--- config.mk ---
export PLATFORM = sky130hd
export DESIGN_NAME = partition_seq_ctrl_flat
export DESIGN_NICKNAME = d
export VERILOG_FILES = /design/src/rtl/partition_seq_ctrl_pkg.sv /design/src/rtl/partition_seq_ctrl_if.sv /design/src/rtl/partition_seq_ctrl_dwell_timer.sv /design/src/rtl/partition_seq_ctrl.sv /design/src/flat_wrapper.sv
export SDC_FILE = /design/constraint.sdc
export NUM_CORES = 1
export LEC_CHECK = 0
export BUFFER_PORTS_ARGS = -buffer_cell sky130_fd_sc_hd__buf_4
export CORE_AREA = 2 2 60 76
export DETAILED_ROUTE_END_ITERATION = 16
export DIE_AREA = 0 0 62 78
export PLACE_DENSITY = 0.79
export SETUP_SLACK_MARGIN = 0.1
export SLEW_MARGIN = 10
export SYNTH_ARGS = -nofsm -noshare
export SYNTH_HDL_FRONTEND = slang
export SYNTH_SLANG_ARGS = --single-unit
--- constraint.sdc ---
create_clock -name CLK -period 3 [get_ports CLK]
set_input_delay 0.3 -clock CLK [delete_from_list [all_inputs] [get_ports CLK]]
set_output_delay 0.3 -clock CLK [all_outputs]
set_load 0.01 [all_outputs]
--- src/rtl/partition_seq_ctrl_pkg.sv ---
// Shared types for the ROM -> split-RAM partition sequencer.
// Optional feature macro: PARTITION_LOOP_EN (continuous playback).
package partition_pkg;

  // Sequencer phases; the order is the natural flow of one run.
  typedef enum logic [2:0] {
    IDLE   = 3'd0,
    FILL   = 3'd1,
    PLAY_L = 3'd2,
    PLAY_H = 3'd3,
    DONE   = 3'd4
  } state_t;

  // Display mux selections.
  localparam logic [1:0] VIEW_ROM = 2'd0;
  localparam logic [1:0] VIEW_L   = 2'd1;
  localparam logic [1:0] VIEW_H   = 2'd2;

endpackage

--- src/rtl/partition_seq_ctrl_if.sv ---
// Bus bundle between the partition sequencer and its ROM/RAM/display environment.
// master = sequencer side, slave = environment side (ROM, RAMs, display, host).
interface partition_seq_ctrl_if #(
  parameter int ADDR_W = 4,
  parameter int WORD_W = 8
);
  logic              start;
  logic [WORD_W-1:0] rom_data;
  logic [ADDR_W-1:0] rom_addr;
  logic [WORD_W-1:0] wr_data;
  logic [ADDR_W-1:0] raml_addr;
  logic              raml_we;
  logic [ADDR_W-1:0] ramh_addr;
  logic              ramh_we;
  logic [1:0]        view_sel;
  logic [ADDR_W:0]   l_count;
  logic [ADDR_W:0]   h_count;
  logic [ADDR_W:0]   drop_count;
  logic              busy;
  logic              done;

  modport master (
    input  start, rom_data,
    output rom_addr, wr_data, raml_addr, raml_we, ramh_addr, ramh_we,
           view_sel, l_count, h_count, drop_count, busy, done
  );

  modport slave (
    output start, rom_data,
    input  rom_addr, wr_data, raml_addr, raml_we, ramh_addr, ramh_we,
           view_sel, l_count, h_count, drop_count, busy, done
  );
endinterface

--- src/rtl/partition_seq_ctrl_dwell_timer.sv ---
// Dwell timer: holds each playback entry for DWELL cycles.
// load restarts the count at DWELL-1; tick is high on the last cycle of an entry.
module dwell_timer #(
  parameter int DWELL = 2
) (
  input  logic CLK,
  input  logic reset_n,
  input  logic load,
  output logic tick
);
  localparam int CW = (DWELL > 1) ? $clog2(DWELL) : 1;

  logic [CW-1:0] cnt;

  // Down-counter that parks at zero until reloaded.
  always_ff @(posedge CLK or negedge reset_n) begin
    if (!reset_n) begin
      cnt <= '0;
    end else if (load) begin
      cnt <= CW'(DWELL - 1);
    end else if (cnt != '0) begin
      cnt <= cnt - 1'b1;
    end
  end

  assign tick = (cnt == '0);
endmodule

--- src/rtl/partition_seq_ctrl.sv ---
// Partition sequencer: scans the ROM once, splits valid words into low/high RAMs,
// then plays both RAMs back for display.
// Optional feature macro: PARTITION_LOOP_EN -- playback loops PLAY_L/PLAY_H forever,
// start during playback restarts the fill, DONE is never reached.
module partition_seq_ctrl
  import partition_pkg::*;
#(
  parameter int ADDR_W = 4,
  parameter int WORD_W = 8,
  parameter int THRESH = 50,
  parameter int LIMIT  = 100,
  parameter int DWELL  = 2
) (
  input  logic               CLK,
  input  logic               reset_n,
  partition_seq_ctrl_if.master bus
);
  localparam int CNT_W = ADDR_W + 1;

  state_t state, state_next;

  logic [ADDR_W-1:0] rom_addr, raml_addr, ramh_addr;
  logic [CNT_W-1:0]  l_count, h_count, drop_count;

  // Control strobes produced by the FSM and consumed by the datapath.
  logic       clr_run, rom_inc, l_inc, h_inc, d_inc;
  logic       raml_zero, raml_step, ramh_zero, ramh_step;
  logic       timer_load, tick;
  logic       raml_we, ramh_we;
  logic [1:0] view;

  // Word classification: values are zero-extended so any LIMIT/THRESH compare correctly.
  logic word_valid, word_gt;
  assign word_valid = (int'(bus.rom_data) < LIMIT);
  assign word_gt    = (int'(bus.rom_data) > THRESH);

  // Last entry of each playback list (pointer equals count-1).
  logic l_last, h_last, l_empty, h_empty, rom_last;
  assign l_last   = (CNT_W'(raml_addr) == l_count - CNT_W'(1));
  assign h_last   = (CNT_W'(ramh_addr) == h_count - CNT_W'(1));
  assign l_empty  = (l_count == '0);
  assign h_empty  = (h_count == '0);
  assign rom_last = (rom_addr == {ADDR_W{1'b1}});

  dwell_timer #(.DWELL(DWELL)) u_dwell (
    .CLK     (CLK),
    .reset_n (reset_n),
    .load    (timer_load),
    .tick    (tick)
  );

  // State register.
  always_ff @(posedge CLK or negedge reset_n) begin
    if (!reset_n) state <= IDLE;
    else          state <= state_next;
  end

  // Next-state logic, write enables and datapath strobes.
  always_comb begin
    state_next = state;
    view       = VIEW_ROM;
    raml_we    = 1'b0;
    ramh_we    = 1'b0;
    clr_run    = 1'b0;
    rom_inc    = 1'b0;
    l_inc      = 1'b0;
    h_inc      = 1'b0;
    d_inc      = 1'b0;
    raml_zero  = 1'b0;
    raml_step  = 1'b0;
    ramh_zero  = 1'b0;
    ramh_step  = 1'b0;
    timer_load = 1'b0;
    case (state)
      IDLE, DONE: begin
        if (bus.start) begin
          state_next = FILL;
          clr_run    = 1'b1;
        end
      end
      FILL: begin
        // Write enables follow the ROM word combinationally; the pointer moves on the edge.
        rom_inc = 1'b1;
        if (word_valid && word_gt) begin
          ramh_we = 1'b1;
          h_inc   = 1'b1;
        end else if (word_valid) begin
          raml_we = 1'b1;
          l_inc   = 1'b1;
        end else begin
          d_inc = 1'b1;
        end
        if (rom_last) begin
          state_next = PLAY_L;
          raml_zero  = 1'b1;
          timer_load = 1'b1;
        end
      end
      PLAY_L: begin
        view = VIEW_L;
        if (l_empty || (tick && l_last)) begin
          state_next = PLAY_H;
          ramh_zero  = 1'b1;
          timer_load = 1'b1;
        end else if (tick) begin
          raml_step  = 1'b1;
          timer_load = 1'b1;
        end
`ifdef PARTITION_LOOP_EN
        if (bus.start) begin
          state_next = FILL;
          clr_run    = 1'b1;
          ramh_zero  = 1'b0;
          raml_step  = 1'b0;
          timer_load = 1'b0;
        end
`endif
      end
      PLAY_H: begin
        view = VIEW_H;
        if (h_empty || (tick && h_last)) begin
`ifdef PARTITION_LOOP_EN
          state_next = PLAY_L;
          raml_zero  = 1'b1;
          timer_load = 1'b1;
`else
          state_next = DONE;
`endif
        end else if (tick) begin
          ramh_step  = 1'b1;
          timer_load = 1'b1;
        end
`ifdef PARTITION_LOOP_EN
        if (bus.start) begin
          state_next = FILL;
          clr_run    = 1'b1;
          raml_zero  = 1'b0;
          ramh_step  = 1'b0;
          timer_load = 1'b0;
        end
`endif
      end
      default: state_next = IDLE;
    endcase
  end

  // Address pointers: ROM scan plus RAM write/playback pointers.
  // Zeroing is listed last so a phase change wins over the final fill increment.
  always_ff @(posedge CLK or negedge reset_n) begin
    if (!reset_n) begin
      rom_addr  <= '0;
      raml_addr <= '0;
      ramh_addr <= '0;
    end else if (clr_run) begin
      rom_addr  <= '0;
      raml_addr <= '0;
      ramh_addr <= '0;
    end else begin
      if (rom_inc) rom_addr <= rom_addr + 1'b1;
      if (l_inc || raml_step) raml_addr <= raml_addr + 1'b1;
      if (h_inc || ramh_step) ramh_addr <= ramh_addr + 1'b1;
      if (raml_zero) raml_addr <= '0;
      if (ramh_zero) ramh_addr <= '0;
    end
  end

  // Per-run statistics; wide enough that a full ROM into one bin cannot overflow.
  always_ff @(posedge CLK or negedge reset_n) begin
    if (!reset_n) begin
      l_count    <= '0;
      h_count    <= '0;
      drop_count <= '0;
    end else if (clr_run) begin
      l_count    <= '0;
      h_count    <= '0;
      drop_count <= '0;
    end else begin
      if (l_inc) l_count    <= l_count + 1'b1;
      if (h_inc) h_count    <= h_count + 1'b1;
      if (d_inc) drop_count <= drop_count + 1'b1;
    end
  end

  assign bus.rom_addr   = rom_addr;
  assign bus.wr_data    = bus.rom_data;
  assign bus.raml_addr  = raml_addr;
  assign bus.raml_we    = raml_we;
  assign bus.ramh_addr  = ramh_addr;
  assign bus.ramh_we    = ramh_we;
  assign bus.view_sel   = view;
  assign bus.l_count    = l_count;
  assign bus.h_count    = h_count;
  assign bus.drop_count = drop_count;
  assign bus.busy       = (state == FILL) || (state == PLAY_L) || (state == PLAY_H);
  assign bus.done       = (state == DONE);
endmodule
--- src/flat_wrapper.sv ---
// flat-port wrapper written by rule: the top's interface ports become plain ports
module partition_seq_ctrl_flat import partition_pkg::*;
#(
  parameter int ADDR_W = 4,
  parameter int WORD_W = 8,
  parameter int THRESH = 50,
  parameter int LIMIT  = 100,
  parameter int DWELL  = 2
)
  (CLK, reset_n, bus_start, bus_rom_data, bus_rom_addr, bus_wr_data, bus_raml_addr, bus_raml_we, bus_ramh_addr, bus_ramh_we, bus_view_sel, bus_l_count, bus_h_count, bus_drop_count, bus_busy, bus_done);
  partition_seq_ctrl_if #(.ADDR_W(ADDR_W), .WORD_W(WORD_W)) bus_i ();
  input  logic CLK;
  input  logic reset_n;
  input wire logic [$bits(bus_i.start)-1:0] bus_start;
  input wire logic [$bits(bus_i.rom_data)-1:0] bus_rom_data;
  output wire logic [$bits(bus_i.rom_addr)-1:0] bus_rom_addr;
  output wire logic [$bits(bus_i.wr_data)-1:0] bus_wr_data;
  output wire logic [$bits(bus_i.raml_addr)-1:0] bus_raml_addr;
  output wire logic [$bits(bus_i.raml_we)-1:0] bus_raml_we;
  output wire logic [$bits(bus_i.ramh_addr)-1:0] bus_ramh_addr;
  output wire logic [$bits(bus_i.ramh_we)-1:0] bus_ramh_we;
  output wire logic [$bits(bus_i.view_sel)-1:0] bus_view_sel;
  output wire logic [$bits(bus_i.l_count)-1:0] bus_l_count;
  output wire logic [$bits(bus_i.h_count)-1:0] bus_h_count;
  output wire logic [$bits(bus_i.drop_count)-1:0] bus_drop_count;
  output wire logic [$bits(bus_i.busy)-1:0] bus_busy;
  output wire logic [$bits(bus_i.done)-1:0] bus_done;
  assign bus_i.start = bus_start;
  assign bus_i.rom_data = bus_rom_data;
  assign bus_rom_addr = bus_i.rom_addr;
  assign bus_wr_data = bus_i.wr_data;
  assign bus_raml_addr = bus_i.raml_addr;
  assign bus_raml_we = bus_i.raml_we;
  assign bus_ramh_addr = bus_i.ramh_addr;
  assign bus_ramh_we = bus_i.ramh_we;
  assign bus_view_sel = bus_i.view_sel;
  assign bus_l_count = bus_i.l_count;
  assign bus_h_count = bus_i.h_count;
  assign bus_drop_count = bus_i.drop_count;
  assign bus_busy = bus_i.busy;
  assign bus_done = bus_i.done;
  partition_seq_ctrl #(.ADDR_W(ADDR_W), .WORD_W(WORD_W), .THRESH(THRESH), .LIMIT(LIMIT), .DWELL(DWELL)) u_core (.CLK(CLK), .reset_n(reset_n), .bus(bus_i));
endmodule
Word level (Yosys, flattened, before mapping)
Index checks and enable logic that the tools add are counted.
{"block": "totals", "register_bits": 31, "inputBits": 11, "output_inout_bits": 41, "word_cells": 95}
{"block": "op_classes", "add_sub_neg": 9, "n_lt_le_gt_ge": 2, "n_eq_ne": 11, "n_mux": 44, "bitwise_logic": 1, "n_reduce_logical": 20}
{"operator": "$mux 4", "count": 8}
{"operator": "$mux 5", "count": 6}
{"operator": "$mux 1", "count": 23}
{"operator": "$add 5x1->5 const B", "count": 3}
{"operator": "$add 4x1->4 const B", "count": 3}
{"operator": "$mux 3", "count": 4}
{"operator": "$pmux 3 s4", "count": 1}
{"operator": "$eq 4x5->1", "count": 2}
{"operator": "$logic_not 5->1", "count": 2}
{"operator": "$sub 5x1->5 const B", "count": 2}
{"operator": "$gt 8x6->1 const B", "count": 1}
{"operator": "$lt 8x7->1 const B", "count": 1}
{"operator": "$reduce_bool 2->1", "count": 4}
{"operator": "$eq 3x2->1 const B", "count": 2}
{"operator": "$logic_or 1x1->1", "count": 6}
{"operator": "$ne 2x1->1 const B", "count": 3}
{"operator": "$reduce_bool 3->1", "count": 2}
{"operator": "$eq 4x4->1 const B", "count": 1}
{"operator": "$pmux 2 s2", "count": 1}
{"operator": "$reduce_and 4->1", "count": 1}
{"operator": "$eq 3x1->1 const B", "count": 1}
{"operator": "$eq 3x3->1 const B", "count": 1}
{"operator": "$logic_and 1x1->1", "count": 3}
{"operator": "$logic_not 3->1", "count": 1}
{"operator": "other kinds (5)", "count": 5}

Logic depth before layout (Yosys ltp)
{"block": "logic_depth", "depth_word": 10, "ltp_mapped": 7, "depth_no_buf": 7}

By module
From an unflattened synthesis, not the netlist that was laid out.
{"block": "unflattened", "cells_unflattened": 201, "hier_area_um2": 1941.9}
{"module": "partition_seq_ctrl", "instances": 1, "cells_per_inst": 199, "area_per_inst_um2": 1913.1, "seq_area_each_um2": 750.7}
{"module": "dwell_timer", "instances": 1, "cells_per_inst": 2, "area_per_inst_um2": 28.8, "seq_area_each_um2": 25.0}

Worst setup path before layout
OpenSTA, ideal clock, no wires.
{"block": "synth_path", "path_kind": "register to register", "from": "reg u_core.l_count[0] (netlist: u_core.bus.l_count[0])", "to": "reg u_core.raml_addr[0] (netlist: u_core.bus.raml_addr[0])", "arrival_time_ps": 1890, "t_required_ps": 2880, "setup_slack_ps": 991, "stages_incl_launch_ff": 8, "synth_period_minus_slack_ps": 2009, "cell_sequence": "dfrtp_1 > inv_1 > ha_1 > or4bb_1 > o21ai_2 > a311oi_2 > or3_1 > and3_1"}
{"block": "synth_between", "elab_chain_cells": 8}
{"item": "start, declared", "line_no": "partition_seq_ctrl.sv:23", "rtl": "logic [CNT_W-1:0] l_count, h_count, drop_count;"}
{"item": "start signal, assigned", "line_no": "partition_seq_ctrl.sv:178", "rtl": "if (l_inc) l_count <= l_count + 1'b1;"}
{"item": "$sub 5x1->5", "line_no": "partition_seq_ctrl.sv:39", "rtl": "assign l_last = (CNT_W'(raml_addr) == l_count - CNT_W'(1));"}
{"item": "$eq 4x5->1", "line_no": "partition_seq_ctrl.sv:39"}
{"item": "$logic_and 1x1->1", "line_no": "partition_seq_ctrl.sv:101", "rtl": "if (l_empty || (tick && l_last)) begin"}
{"item": "$logic_or 1x1->1 (*)", "line_no": "partition_seq_ctrl.sv:101"}
{"item": "$mux 1 (*)", "line_no": "partition_seq_ctrl.sv:101"}
{"item": "$mux 1 (*)", "line_no": "partition_seq_ctrl.sv:74", "rtl": "case (state)"}
{"item": "$logic_or 1x1->1 (*)", "line_no": "partition_seq_ctrl.sv:160", "rtl": "if (l_inc || raml_step) raml_addr <= raml_addr + 1'b1;"}
{"item": "$reduce_bool 3->1 (no source line) (*)"}
{"item": "end signal, assigned", "line_no": "partition_seq_ctrl.sv:160"}
{"item": "end, declared", "line_no": "partition_seq_ctrl.sv:22", "rtl": "logic [ADDR_W-1:0] rom_addr, raml_addr, ramh_addr;"}
Every way passes the cells marked *; elsewhere a longest branch is shown, timed or not.
A chain may end at the register's enable or synchronous reset.

Final worst setup path
{"block": "layout_path", "from": "reg u_core.state[1]", "to": "out bus_raml_we"}
{"block": "layout_between", "elab_chain_cells": 2}
{"item": "start, declared", "line_no": "partition_seq_ctrl.sv:20", "rtl": "state_t state, state_next;"}
{"item": "start signal, assigned", "line_no": "partition_seq_ctrl.sv:55", "rtl": "else state <= state_next;"}
{"item": "$eq 3x1->1", "line_no": "partition_seq_ctrl.sv:74"}
{"item": "$mux 1", "line_no": "partition_seq_ctrl.sv:74"}
{"item": "end, declared", "line_no": "flat_wrapper.sv:19", "rtl": "output wire logic [$bits(bus_i.raml_we)-1:0] bus_raml_we;"}
No other way between the ends.

==> impl_metrics.yaml <==
sta:
  min_period_ps: 2353
  holdWs_ps: 240.0
  setup_viol: 0
  post-route-period-util_pct: 78.43
  slew_headroom_pct: 48.31
  rsz0062_at_grt: "false"
  finalWorstSetupSlack_ps: 647.1
  max_freq_mhz: 425.0
  fin_tns_setup_ps: 0
  finalClockSkew_ps: 6.972
  worst_slew_pin_slew_ps: 765.3
  hold_violations: 0
  drv_slew: 0
drt:
  vias_per_cell: 5.376
  drc: 0
  vias: 1645
  drt_iter0_drc: 76
  antenna_left: 0
  wire_per_inst_um: 14.90
  drt_first_pass_iters: 4
  wl_um: 4558
setup_path:
  r2r-start: "u_core.bus.l_count[0]$_DFFE_PN0P_"
  crit_path_end: "bus_raml_we"
  end_kind: "primary output"
  worst-path-buf-inv: 1
  worstPathMaxFanout: 11
  worstSetupPathType: "flip-flop to primary output"
  cp_slowest_cell: "a2111oi_4"
  path_depth: 3
  worstRegToRegCells: 7
  rrSetupSlack_ps: 850
  rr_endpoint: "u_core.bus.raml_addr[0]$_DFFE_PN0P_"
  crit_path_start_kind: "flip-flop"
  worstPathRequired_ps: 2700
  max_stage_delay_ps: 590
  crit_chain: "or3b_4 > a2111oi_4 > buf_4"
  crit_arrival_ps: 2050
  crit_start: "u_core.state[1]$_DFFE_PN0P_"
  crit_family: "compound AO/OA/AOI/OAI gates"
die:
  num_io_pins: 52
  die_area_um2: 4836
  core_area_um2: 4066
  start_util_pct: 48.77
  die-width_um: 62
  die_h_um: 78
  rows: 26
cts:
  numCtsBuffers: 5
  clock-sinks: 31
  cts_tree: "built"
  cts_max_level: 2
  cts-root-buf: "clkbuf_8"
  clk_latency_ps: 290
  postCtsSetupRepairBufs: 0
  clk_pin_slew_ps: 70
  postCtsHoldBufs: 1
  post_cts_resize_count: 0
  cts.path.max_buffers: 2
finish:
  layout_commonest_cell: "buf_4"
  syn2layout_area_growth_pct: 25.99
  n_antenna_cell: 0
  final_cell_mix: "buf_4, dfrtp_1, nor2_1"
  drive_above_1_share_pct: 29.60
  nets: 268
  fill_cells: 360
run_status:
  status: "finished clean"
synth:
  ys_ff_latch: 31
  synth-edff-count: 0
  synth_nets: 219
  netlist_instances: 200
  syn_avg_cell_area_um2: 9.916
  synthArstFlopShare_pct: 100.0
  netlist_area_um2: 1983
  ys.flop_type: "dfrtp_1"
  yosysWarnings: 0
  ys_types: 48
  ys_seq_area_share_pct: 39.12
place:
  hpwl_um: 3284
  gp_congestion: 0.8439
  port_buffers: 51
  dpl_worst_slack_ps: 913.2
global_routing:
  antenna_found_initial: 0
  grt_pass1_vias: 1581
  grt_pass1_wl_um: 7314
  overflow: 0
  grt.total_usage_pct: 20.28
  grt_max_degree: 32
pwr:
  pwr-share-seq_pct: 32.0
  p_sw_uw: 1025
  p_total_uw: 2473
  vdd_drop_max_mv: 0.6108
  p_int_uw: 1448
  p_comb_share_pct: 50.7
  pwr_density_cell_nw_per_um2: 989.8
  p_clk_share_pct: 17.4
  leakage_uw: 0.001235
  p_sw_share_pct: 41.46
run:
  max-cap-violations: 0
worst_hold_path:
  worst_hold_path_type: "primary input to flip-flop"
-- metrics by stage --
step | util, % | instances | instance area (um^2)
floorplan | - | 200 | 1983
global placement | 58.31 | 297 | 2371
detailed placement | 58.31 | 297 | 2371
CTS | 61.45 | 306 | 2499
global route | 61.45 | 306 | 2499
finish | 61.45 | 306 | 2499
-- power by group through the flow --
stage / clock (uW) / combinational [uW] / sequential (uW)
3_5_place_dp: 0 / 1240 / 792
2_1_floorplan: 0 / 797 / 802
5_1_grt: 449 / 1380 / 820
4_1_cts: 438 / 1260 / 788
6_report: 429 / 1250 / 790
3_3_place_gp: 0 / 1210 / 788
-- cells in the mapped netlist, types with 2 or more instances --
| library cell | instances | area, um^2 |
|---|---|---|
| or3_1 | 4 | 25.02 |
| nor4b_1 | 2 | 17.52 |
| xnor2_1 | 9 | 78.83 |
| inv_1 | 8 | 30.03 |
| clkbuf_1 | 2 | 7.510 |
| o21ai_0 | 7 | 35.03 |
| xor3_1 | 2 | 47.55 |
| xor2_1 | 13 | 113.9 |
| a211o_1 | 3 | 26.28 |
| nor3_1 | 6 | 30.03 |
| nand3_1 | 6 | 30.03 |
| a21oi_1 | 5 | 25.02 |
| mux2i_1 | 7 | 70.07 |
| dfrtp_1 | 31 | 775.7 |
| and2_1 | 3 | 18.77 |
| ha_1 | 8 | 100.1 |
| buf_4 | 9 | 67.56 |
| nand4_1 | 6 | 37.54 |
| nand2_1 | 18 | 67.56 |
| a31oi_1 | 2 | 12.51 |
| nor2_1 | 22 | 82.58 |
-- registers in the layout, indices dropped and copies added (netlist names) --
register	flops
u_core.bus.h_count	5
u_core.bus.rom_addr	4
u_core.bus.drop_count	5
u_core.bus.ramh_addr	4
u_core.bus.l_count	5
u_core.state	3
u_core.bus.raml_addr	4
u_core.u_dwell.cnt	1
-- per-layer routing --
layer	global-route usage, %	vias to the layer above	part of all wire, %
li1	-	797	-
met1	25.08	793	42
met2	33.33	50	51
met3	4.500	5	5.4
met4	7.447	0	1.6
met5	0	-	0
-- worst reg2reg max path, cell delays in order, from the launching register on --
cell and delay [ps]:
dfrtp_1 460, inv_1 90, ha_1 200, or4bb_1 530, o21ai_2 110, a311oi_2 170, or3_1 320, and3_1 160
-- cell type report --
| type | count | area, um^2 | share of cell area (%) |
|---|---|---|---|
| Clock buffer | 6 | 82.58 | 3.305 |
| Clock inverter | 2 | 35.03 | 1.402 |
| Inverter | 9 | 35.03 | 1.402 |
| Multi-Input combinational cell | 148 | 1092 | 43.72 |
| Sequential cell | 31 | 775.7 | 31.05 |
| Tap cell | 56 | 70.07 | 2.804 |
| Timing Repair Buffer | 54 | 407.9 | 16.32 |
-- logic make-up after synthesis --
logic type / share of synthesized area (%)
DFF: 39.12
adders and majority gates: 5.048
muxes: 3.533
xor gates and xnor gates: 12.11
AOI/OAI and AO/OA: 13.69
and+or+nand+nor: 20.70
buffers and inverters: 5.804
-- how the worst min path moves through the flow --
stage                   start                                   end  cells after the start
floorplan             reset_n  u_core.bus.drop_count[0]$_DFFE_PN0P_                      0
finish              bus_start           u_core.state[2]$_DFFE_PN0P_                      2
CTS                 bus_start           u_core.state[2]$_DFFE_PN0P_                      2
global route        bus_start           u_core.state[2]$_DFFE_PN0P_                      2
detailed placement    reset_n    u_core.bus.rom_addr[3]$_DFFE_PN0P_                      1
global placement      reset_n    u_core.bus.rom_addr[3]$_DFFE_PN0P_                      1
Note: power is estimated with default switching activity, not from simulation.
